File: src/rtl/fp_add_sub.sv
// Paired-single binary32 add/subtract with one-cycle latency.
// Each lane emits an unrounded, normalized 36-bit result {sign, exp, sig24, G, R, S}.
module fp_add_sub (
   input  logic        clk,
   input  logic        rst,
   input  logic        in_valid,
   input  logic        sel,
   input  logic [63:0] dina,
   input  logic [63:0] dinb,
   output logic        out_valid,
   output logic [71:0] dout
);

   localparam int unsigned LANES = 2;
   localparam int unsigned IN_W  = 32;
   localparam int unsigned RES_W = 36;
   localparam int unsigned SIG_W = 27;
   localparam logic [RES_W-1:0] QNAN = {1'b0, 8'hFF, 24'h400000, 3'b000};

   // Leading-zero count of a 27-bit working significand.
   function automatic logic [4:0] lzc27(input logic [SIG_W-1:0] v);
      logic [4:0] n;
      logic       found;
      n     = 5'd0;
      found = 1'b0;
      for (int i = SIG_W - 1; i >= 0; i--) begin
         if (!found) begin
            if (v[i]) found = 1'b1;
            else      n = n + 5'd1;
         end
      end
      return n;
   endfunction

   function automatic logic [RES_W-1:0] lane_op(input logic [31:0] a,
                                                input logic [31:0] b,
                                                input logic        sub);
      logic             a_s, b_s, a_ge, big_s, lost;
      logic [7:0]       a_e, b_e, big_e, small_e, diff;
      logic [22:0]      a_f, b_f, big_f, small_f;
      logic             a_nan, b_nan, a_inf, b_inf, a_zero, b_zero;
      logic [SIG_W-1:0] big_m, small_m, small_sh, mant;
      logic [SIG_W:0]   sum;
      logic [9:0]       e;
      logic [4:0]       lz;
      logic [RES_W-1:0] r;

      a_s = a[31];
      a_e = a[30:23];
      a_f = a[22:0];
      b_s = b[31] ^ sub;
      b_e = b[30:23];
      b_f = b[22:0];
      a_nan  = (a_e == 8'hFF) && (a_f != 23'd0);
      b_nan  = (b_e == 8'hFF) && (b_f != 23'd0);
      a_inf  = (a_e == 8'hFF) && (a_f == 23'd0);
      b_inf  = (b_e == 8'hFF) && (b_f == 23'd0);
      a_zero = (a_e == 8'd0);
      b_zero = (b_e == 8'd0);

      a_ge     = {a_e, a_f} >= {b_e, b_f};
      big_s    = a_ge ? a_s : b_s;
      big_e    = a_ge ? a_e : b_e;
      big_f    = a_ge ? a_f : b_f;
      small_e  = a_ge ? b_e : a_e;
      small_f  = a_ge ? b_f : a_f;
      big_m    = {1'b1, big_f, 3'b000};
      small_m  = {1'b1, small_f, 3'b000};
      diff     = big_e - small_e;
      lost     = 1'b0;
      small_sh = 27'd1;
      sum      = '0;
      mant     = '0;
      lz       = '0;
      e        = {2'b00, big_e};
      r        = '0;

      // Align the smaller operand; everything shifted past bit 0 collapses into sticky.
      if (diff < 8'd27) begin
         small_sh    = small_m >> diff;
         lost        = |(small_m & ~(27'h7FFFFFF << diff));
         small_sh[0] = small_sh[0] | lost;
      end

      if (a_s == b_s) sum = {1'b0, big_m} + {1'b0, small_sh};
      else            sum = {1'b0, big_m} - {1'b0, small_sh};

      if (a_nan || b_nan) begin
         r = QNAN;
      end else if (a_inf && b_inf) begin
         r = (a_s == b_s) ? {a_s, 8'hFF, 27'd0} : QNAN;
      end else if (a_inf) begin
         r = {a_s, 8'hFF, 27'd0};
      end else if (b_inf) begin
         r = {b_s, 8'hFF, 27'd0};
      end else if (a_zero && b_zero) begin
         r = {a_s & b_s, 35'd0};
      end else if (a_zero) begin
         r = {b_s, b_e, 1'b1, b_f, 3'b000};
      end else if (b_zero) begin
         r = {a_s, a_e, 1'b1, a_f, 3'b000};
      end else if (sum != '0) begin
         if (sum[SIG_W]) begin
            mant = {sum[SIG_W:2], sum[1] | sum[0]};
            e    = e + 10'd1;
         end else begin
            lz   = lzc27(sum[SIG_W-1:0]);
            mant = sum[SIG_W-1:0] << lz;
            e    = e - 10'(lz);
         end
         // Bit 9 set means the exponent went negative during normalization.
         if (e[9] || (e == 10'd0)) r = {big_s, 8'd0, 26'd0, 1'b1};
         else if (e >= 10'd255)     r = {big_s, 8'hFF, 27'd0};
         else                       r = {big_s, e[7:0], mant};
      end
      return r;
   endfunction

   logic [RES_W-1:0] lane_res [LANES];

   for (genvar i = 0; i < LANES; i++) begin : g_lane
      assign lane_res[i] = lane_op(dina[i*IN_W +: IN_W], dinb[i*IN_W +: IN_W], sel);
   end

   // Output register; dout holds when no operation is accepted.
   always_ff @(posedge clk or posedge rst) begin
      if (rst) begin
         out_valid <= 1'b0;
         dout      <= '0;
      end else begin
         out_valid <= in_valid;
         if (in_valid) dout <= {lane_res[1], lane_res[0]};
      end
   end

endmodule

File: config.mk
export PLATFORM = sky130hd
export DESIGN_NAME = fp_add_sub
export DESIGN_NICKNAME = d
export VERILOG_FILES = /design/src/rtl/fp_add_sub.sv
export SDC_FILE = /design/constraint.sdc
export NUM_CORES = 1
export LEC_CHECK = 0
export ABC_AREA = 1
export CAP_MARGIN = 30
export CORE_MARGIN = 1.5
export CORE_UTILIZATION = 40
export DETAILED_ROUTE_END_ITERATION = 6
export DONT_BUFFER_PORTS = 1
export GPL_TIMING_DRIVEN = 0
export PLACE_DENSITY = 0.6
export REMOVE_ABC_BUFFERS = 1
export SYNTH_ARGS = -nofsm -noshare
export SYNTH_HDL_FRONTEND = slang
export SYNTH_SLANG_ARGS = --single-unit
File: constraint.sdc
create_clock -name clk -period 1.9 [get_ports clk]
set_input_delay 0.095 -clock clk [delete_from_list [all_inputs] [get_ports clk]]
set_output_delay 0.095 -clock clk [all_outputs]
set_load 0.01 [all_outputs]
# Yosys cells after proc, flatten, opt, wreduce, memory -nomap -nowiden
# Index checks and enable logic that the tools add are counted.
totals:
  mem_count: 0
  out_inout_bits: 73
  mem_bits_rw: 0
  latch_bits: 0
  elab_cells: 1346
  mem_bits_ro: 0
  ff_bits: 73
op_classes:
  n_bitwise: 12
  muxes: 1218
  shifts: 6
  n_lt_le_gt_ge: 6
  n_eq_ne: 6
  multipliers: 0
  reduce_logical: 34
  div_mod_pow: 0
  addsub: 62
ops:
  columns: ["op", "count"]
  rows:
  - ["5-bit two-way mux", 590]
  - ["36-bit two-way mux", 18]
  - ["1-bit two-way mux", 574]
  - ["5-bit by 1-bit adder with 5-bit output (second input constant)", 52]
  - ["10-bit two-way mux", 18]
  - ["35-bit two-way mux", 4]
  - ["27-bit two-way mux", 4]
  - ["23-bit logical NOT", 4]
  - ["23-bit two-way mux", 4]
  - ["23-bit nonzero test", 4]
  - ["31-bit >= comparator", 2]
  - ["27-bit by 27-bit adder with 28-bit output", 2]
  - ["28-bit two-way mux", 2]
  - ["28-bit nonzero test", 2]
  - ["27-bit by 27-bit subtractor with 28-bit output", 2]
  - ["27-bit bitwise AND", 2]
  - ["27-bit NOT", 2]
  - ["27-bit OR reduction", 2]
  - ["27-bit by 5-bit << shifter with 27-bit output", 2]
  - ["27-bit by 8-bit << shifter with 27-bit output (first input constant)", 2]
  - ["27-bit by 8-bit right shift with 27-bit output", 2]
  - ["8-bit equality test (second input constant)", 4]
  - ["8-bit logical NOT", 4]
  - ["8-bit two-way mux", 4]
  - ["12 further kinds", 38]

# Logic depth before layout (Yosys ltp)
depth:
  ltp_word: 354
  ltp_mapped: 162
  depth_no_buf: 157

# Least setup slack after synthesis
# Ideal clock, no wire load.
synth_timing:
  path_kind: "input-to-reg"
  startpoint: "input dinb[26]"
  endpoint: "register dout[5]"
  path_buffers: 4
  setup_time_ps: 66
  t_required_ps: 1834
  slack_ps: -16137
  t_arrival_ps: 17971
  cell_stages: 154
  path_cell_list: "inv_1 > ha_1 > buf_6 > nand2_1 > inv_2 > nand2_1 > nand2_1 > nand2_1 > nand2_1 > a21oi_4 > nand3_4 > nand2_2 > nand3b_2 > ha_1 > inv_1 > nand2_2 > nand2_1 > nand3_1 > [118 not listed] > nand2_1 > a21oi_1 > nand3_1 > o21ai_0 > xor2_1 > nor3_1 > a21oi_1 > inv_1 > nor2_1 > inv_1 > nor2_1 > nand2_1 > inv_1 > buf_2 > o211ai_1 > nand2_1 > nand2_1 > nand2_1"
synth_via:
  elab_chain_cells: 354
synth_rtl:
  columns: ["item", "line_no", "text"]
  rows:
  - ["start: declaration", "9", "input logic [63:0] dinb,"]
  - ["31-bit >= comparator", "61", "a_ge = {a_e, a_f} >= {b_e, b_f};"]
  - ["8-bit two-way mux (on tied branches)", "63, 65", null]
  - ["8-bit subtractor", "69", "diff = big_e - small_e;"]
  - ["27-bit by 8-bit << shifter with 27-bit output", "81", "lost = |(small_m & ~(27'h7FFFFFF << diff));"]
  - ["27-bit NOT", "81", null]
  - ["27-bit bitwise AND", "81", null]
  - ["27-bit OR reduction", "81", null]
  - ["1-bit OR", "82", "small_sh[0] = small_sh[0] | lost;"]
  - ["[338 not listed]", null, null]
  - ["36-bit two-way mux", "102", "end else if (sum != '0) begin"]
  - ["36-bit two-way mux", "100", "end else if (b_zero) begin"]
  - ["36-bit two-way mux", "98", "end else if (a_zero) begin"]
  - ["36-bit two-way mux", "96", "end else if (a_zero && b_zero) begin"]
  - ["36-bit two-way mux", "94", "end else if (b_inf) begin"]
  - ["36-bit two-way mux", "92", "end else if (a_inf) begin"]
  - ["36-bit two-way mux", "90", "end else if (a_inf && b_inf) begin"]
  - ["36-bit two-way mux *", "88", "if (a_nan || b_nan) begin"]
  - ["end signal: assignment", "132", "if (in_valid) dout <= {lane_res[1], lane_res[0]};"]
  - ["end: declaration", "11", "output logic [71:0] dout"]
# Every way passes the cells marked *; elsewhere a longest branch is shown, timed or not. The select of a mux whose other input is x is not followed.
# A chain may end at the register's enable or synchronous reset.

# Worst setup path in the final report
layout_timing:
  startpoint: "input dinb[55]"
  endpoint: "register dout[39]"
# The elaborated chain is that of the path after synthesis.

==> out/qor.yml <==
outcome: "finished with violations"
violations: "design-rule violations, negative setup slack"
row_count: 97
synth_ff_type: "dfrtp_1"
drv_slew: 0
start_kind: "primary input"
grt_max_degree: 56
fp.dieArea_sq_um: 73000
antenna_found_initial: 3
cts-buffers-inserted: 9
multi_input_area_sq_um: 26300
endpoint_kind: "flop"
port_buffers: 0
ys_warn_count: 0
avgViaCountPerCell: 5.79
fp.dieH_microns: 270
synth_xor_area_frac: 0.0271
leakagePower_nw: 18.4
vias: 38800
tns_ns: -1160.29
dr.pass1.iters: 7
post_drt_wl_per_cell_microns: 20.5
core_sq_um: 70400
seq_area_sq_um: 1830
syn-instance-count: 5415
crit_fanout: 7
placed_area_sq_um: 29300
drv_cap: 0
grt.overflow.total: 0
fillers: 7290
htreeDepth: 3
setup_viol: 72
p_comb_frac: 0.841
drtIter0Drc: 4583
synthSimpleGateAreaFrac: 0.465
cts_sinks: 73
ys_ff_latch: 73
syn_area_per_cell_sq_um: 5.28
arrival_ns: 18.81
p_per_area_nw_per_um2: 896
crit_path_max_incr_delay_ns: 0.43
ir_worst_vdd_mv: 0.517
min_path_type: "primary input to flop"
gp_congestion: 1.03
cp.required_ns: 2.13
layout-drive-gt1-share: 0.233
synth_cell_types: 82
dp_hpwl_microns: 100000
rsz0062_at_grt: "yes"
cts.path.max_buffers: 2
worst_pin_slew_ns: 1.12
finalWorstSetupSlack_ns: -16.68
p_clk_frac: 0.061
maxSlewHeadroom: 0.251
async_reset_ff_frac: 1.00
pin_count: 205
yosysSeqAreaShare: 0.0639
clock-root-buffer: "clkbuf_16"
synth_adder_area_share: 0.100
critical-path-slowest-cell: "o21ai_1"
design_area_sq_um: 37200
syn_area_sq_um: 28600
grt_pass1_vias: 35100
drtAntennaViolNets: 0
skew_ns: 0
p_sw_mw: 20.3
synth_compound_area_frac: 0.200
nNetsFinal: 6112
worstSkewPairLatency_ns: 0.39
critical-path-top-cell-by-count: "buf_4"
area_growth_pct: 30.1
synth_edf_count: 0
die_w_microns: 270
cts_tree: "built"
report.final.hold_viol_count: 0
synthMuxAreaShare: 0.000701
grt_pass1_wl_microns: 203000
drc: 2
pwr-share-seq: 0.097
dp_slack_ns: -22.23
grt_usage: 0.350
internal-power_mw: 13.0
period_share: 9.78
switching_share: 0.610
wl_microns: 137000
critPathKind: "primary input to flop"
initial_utilization: 0.406
fmax_mhz: 53.8
synth_top_family_by_area: "simple AND/OR/NAND/NOR gates"
clk_pin_slew_worst_paths_ns: 0.10
period_minus_slack_ns: 18.58
[worst paths after layout]
check | startpoint | to | slack [ns] | cells after the start
setup / recovery | dinb[55] | dout[39] | -16.68 | 135
hold reg to reg | dout[11] | dout[11] | 0.54 | 2
setup reg to reg | dout[37] | dout[37] | 1.02 | 1
max in group asynchronous | rst | dout[28] | 1.08 | 3
hold / removal | dina[37] | dout[44] | 0.003 | 3
min in group asynchronous | rst | dout[43] | 0.13 | 2
[cells in the mapped netlist (6+ instances only)]
cell / n / area share
nand4_1: 98 / 0.021
a21o_1: 7 / 0.0018
nand3_2: 23 / 0.0081
and2_1: 10 / 0.0022
nor3_1: 56 / 0.0098
clkbuf_1: 75 / 0.0099
o21ai_1: 109 / 0.019
xnor2_1: 14 / 0.0043
nand3b_1: 22 / 0.0058
clkinv_1: 9 / 0.0012
a211oi_1: 7 / 0.0018
dfrtp_1: 73 / 0.064
nand2_2: 56 / 0.012
nor2_4: 27 / 0.011
nand3_1: 515 / 0.090
nand2_4: 12 / 0.0047
buf_6: 21 / 0.0083
a22oi_1: 7 / 0.0018
buf_1: 16 / 0.0021
o211ai_1: 36 / 0.0095
o221ai_1: 9 / 0.0028
o22ai_1: 25 / 0.0055
o31ai_1: 7 / 0.0018
nor2_2: 24 / 0.0053
a31oi_1: 30 / 0.0066
or2_2: 10 / 0.0022
ha_1: 222 / 0.097
o21a_1: 9 / 0.0024
inv_2: 70 / 0.0092
inv_4: 8 / 0.0018
buf_2: 39 / 0.0068
a21oi_1: 349 / 0.061
xor2_1: 62 / 0.019
a21oi_2: 6 / 0.0018
nor4_1: 29 / 0.0063
nand2_1: 1641 / 0.22
o21ai_0: 366 / 0.064
nor2_1: 440 / 0.058
buf_4: 10 / 0.0026
or2_1: 6 / 0.0013
o21bai_1: 8 / 0.0021
inv_1: 759 / 0.10
nor2_8: 8 / 0.0056
o21ai_2: 7 / 0.0021
[area by class of cell]
type | count | share of cell area
Multi-Input combinational cell | 4343 | 0.707
Clock buffer | 9 | 0.00606
Timing Repair Buffer | 478 | 0.113
Tap cell | 940 | 0.0316
Clock inverter | 7 | 0.00226
Antenna cell | 2 | 0.000135
Inverter | 847 | 0.0905
Sequential cell | 73 | 0.0491
Timing Repair inverter | 2 | 0.000370
[placed cells by master (no fill, tap or decap), types with 9 or more instances in the layout]
cell type and count:
inv_1 700, buf_4 380, nand2_8 10, inv_4 17, nor3_1 46, xor2_1 56, nor2_2 38, nor2_1 410
nand3_4 25, nor4_1 27, buf_6 39, nor2_4 44, a21oi_1 302, nor3_2 10, nand2_1 1440, o21ai_0 304
ha_4 82, buf_12 11, nand2_4 76, nand3b_1 22, o21a_1 9, ha_1 137, inv_2 92, nand2_2 191
a21oi_4 10, nand3_2 78, nand4_1 98, o22ai_1 24, o211ai_1 36, a31oi_1 19, o21ai_2 34, clkbuf_16 9
a21oi_2 44, dfrtp_1 73, o21ai_1 138, xnor2_1 14, clkinvlp_4 25, dlygate4sd3_1 30, nand3_1 442
[state kept, by name, summed over array words and instances (netlist names)]
register	count
out_valid	1
dout	72
[routing by layer]
layer / up-vias / global-route usage / share of wire
met1: 17800 / 0.467 / 0.41
met5: - / 0 / 0.00028
li1: 18400 / - / -
met2: 2132 / 0.545 / 0.43
met4: 6 / 0.123 / 0.046
met3: 427 / 0.0876 / 0.12
[power groups by stage]
stage,Combinational [mW],Sequential [mW],Clock (mW)
6_report,28.0,3.25,2.04
5_1_grt,30.0,3.32,2.09
4_1_cts,24.5,3.25,2.05
3_5_place_dp,20.5,3.25,0
3_3_place_gp,20.3,3.27,0
2_1_floorplan,14.3,2.90,0
[worst max-delay path, delay by kind of cell]
kind                     cells  cell delay, ns
adder cells (fa/ha/maj)     12            3.08
buffers and inverters       46            5.58
AND/OR/NAND/NOR             46            4.69
AO/OA/AOI/OAI               29            4.83
XOR/XNOR                     2            0.43
[kinds of logic after synthesis]
family	after synthesis
AOI/OAI and AO/OA	1030
and+or+nand+nor	2990
DFF	73
buffers and inverters	1012
muxes	2
adders and majority gates	226
xor gates and xnor gates	82
[through the flow]
stage	hold slack, ns	power (mW)	cells	utilization
6_report	0.00347	33.3	6701	0.528
5_1_grt	0.0147	35.4	6699	0.528
4_1_cts	0.00373	29.8	6586	0.490
3_5_place_dp	-0.0536	23.8	6207	0.416
3_3_place_gp	0.129	23.6	6190	0.410
2_1_floorplan	0.126	17.2	5250	-
[repair_timing]
| action | in CTS | in global routing |
|---|---|---|
| setup endpoints to repair | 72 | 72 |
| pin swaps | 240 | 302 |
| hold buffers | 30 | 0 |
| cloned | 17 | 1 |
| endpoints found under the hold margin | 107 | 0 |
| gates resized for setup | 459 | 419 |
| setup buffers | 316 | 115 |
(Power assumes the default switching activity.)
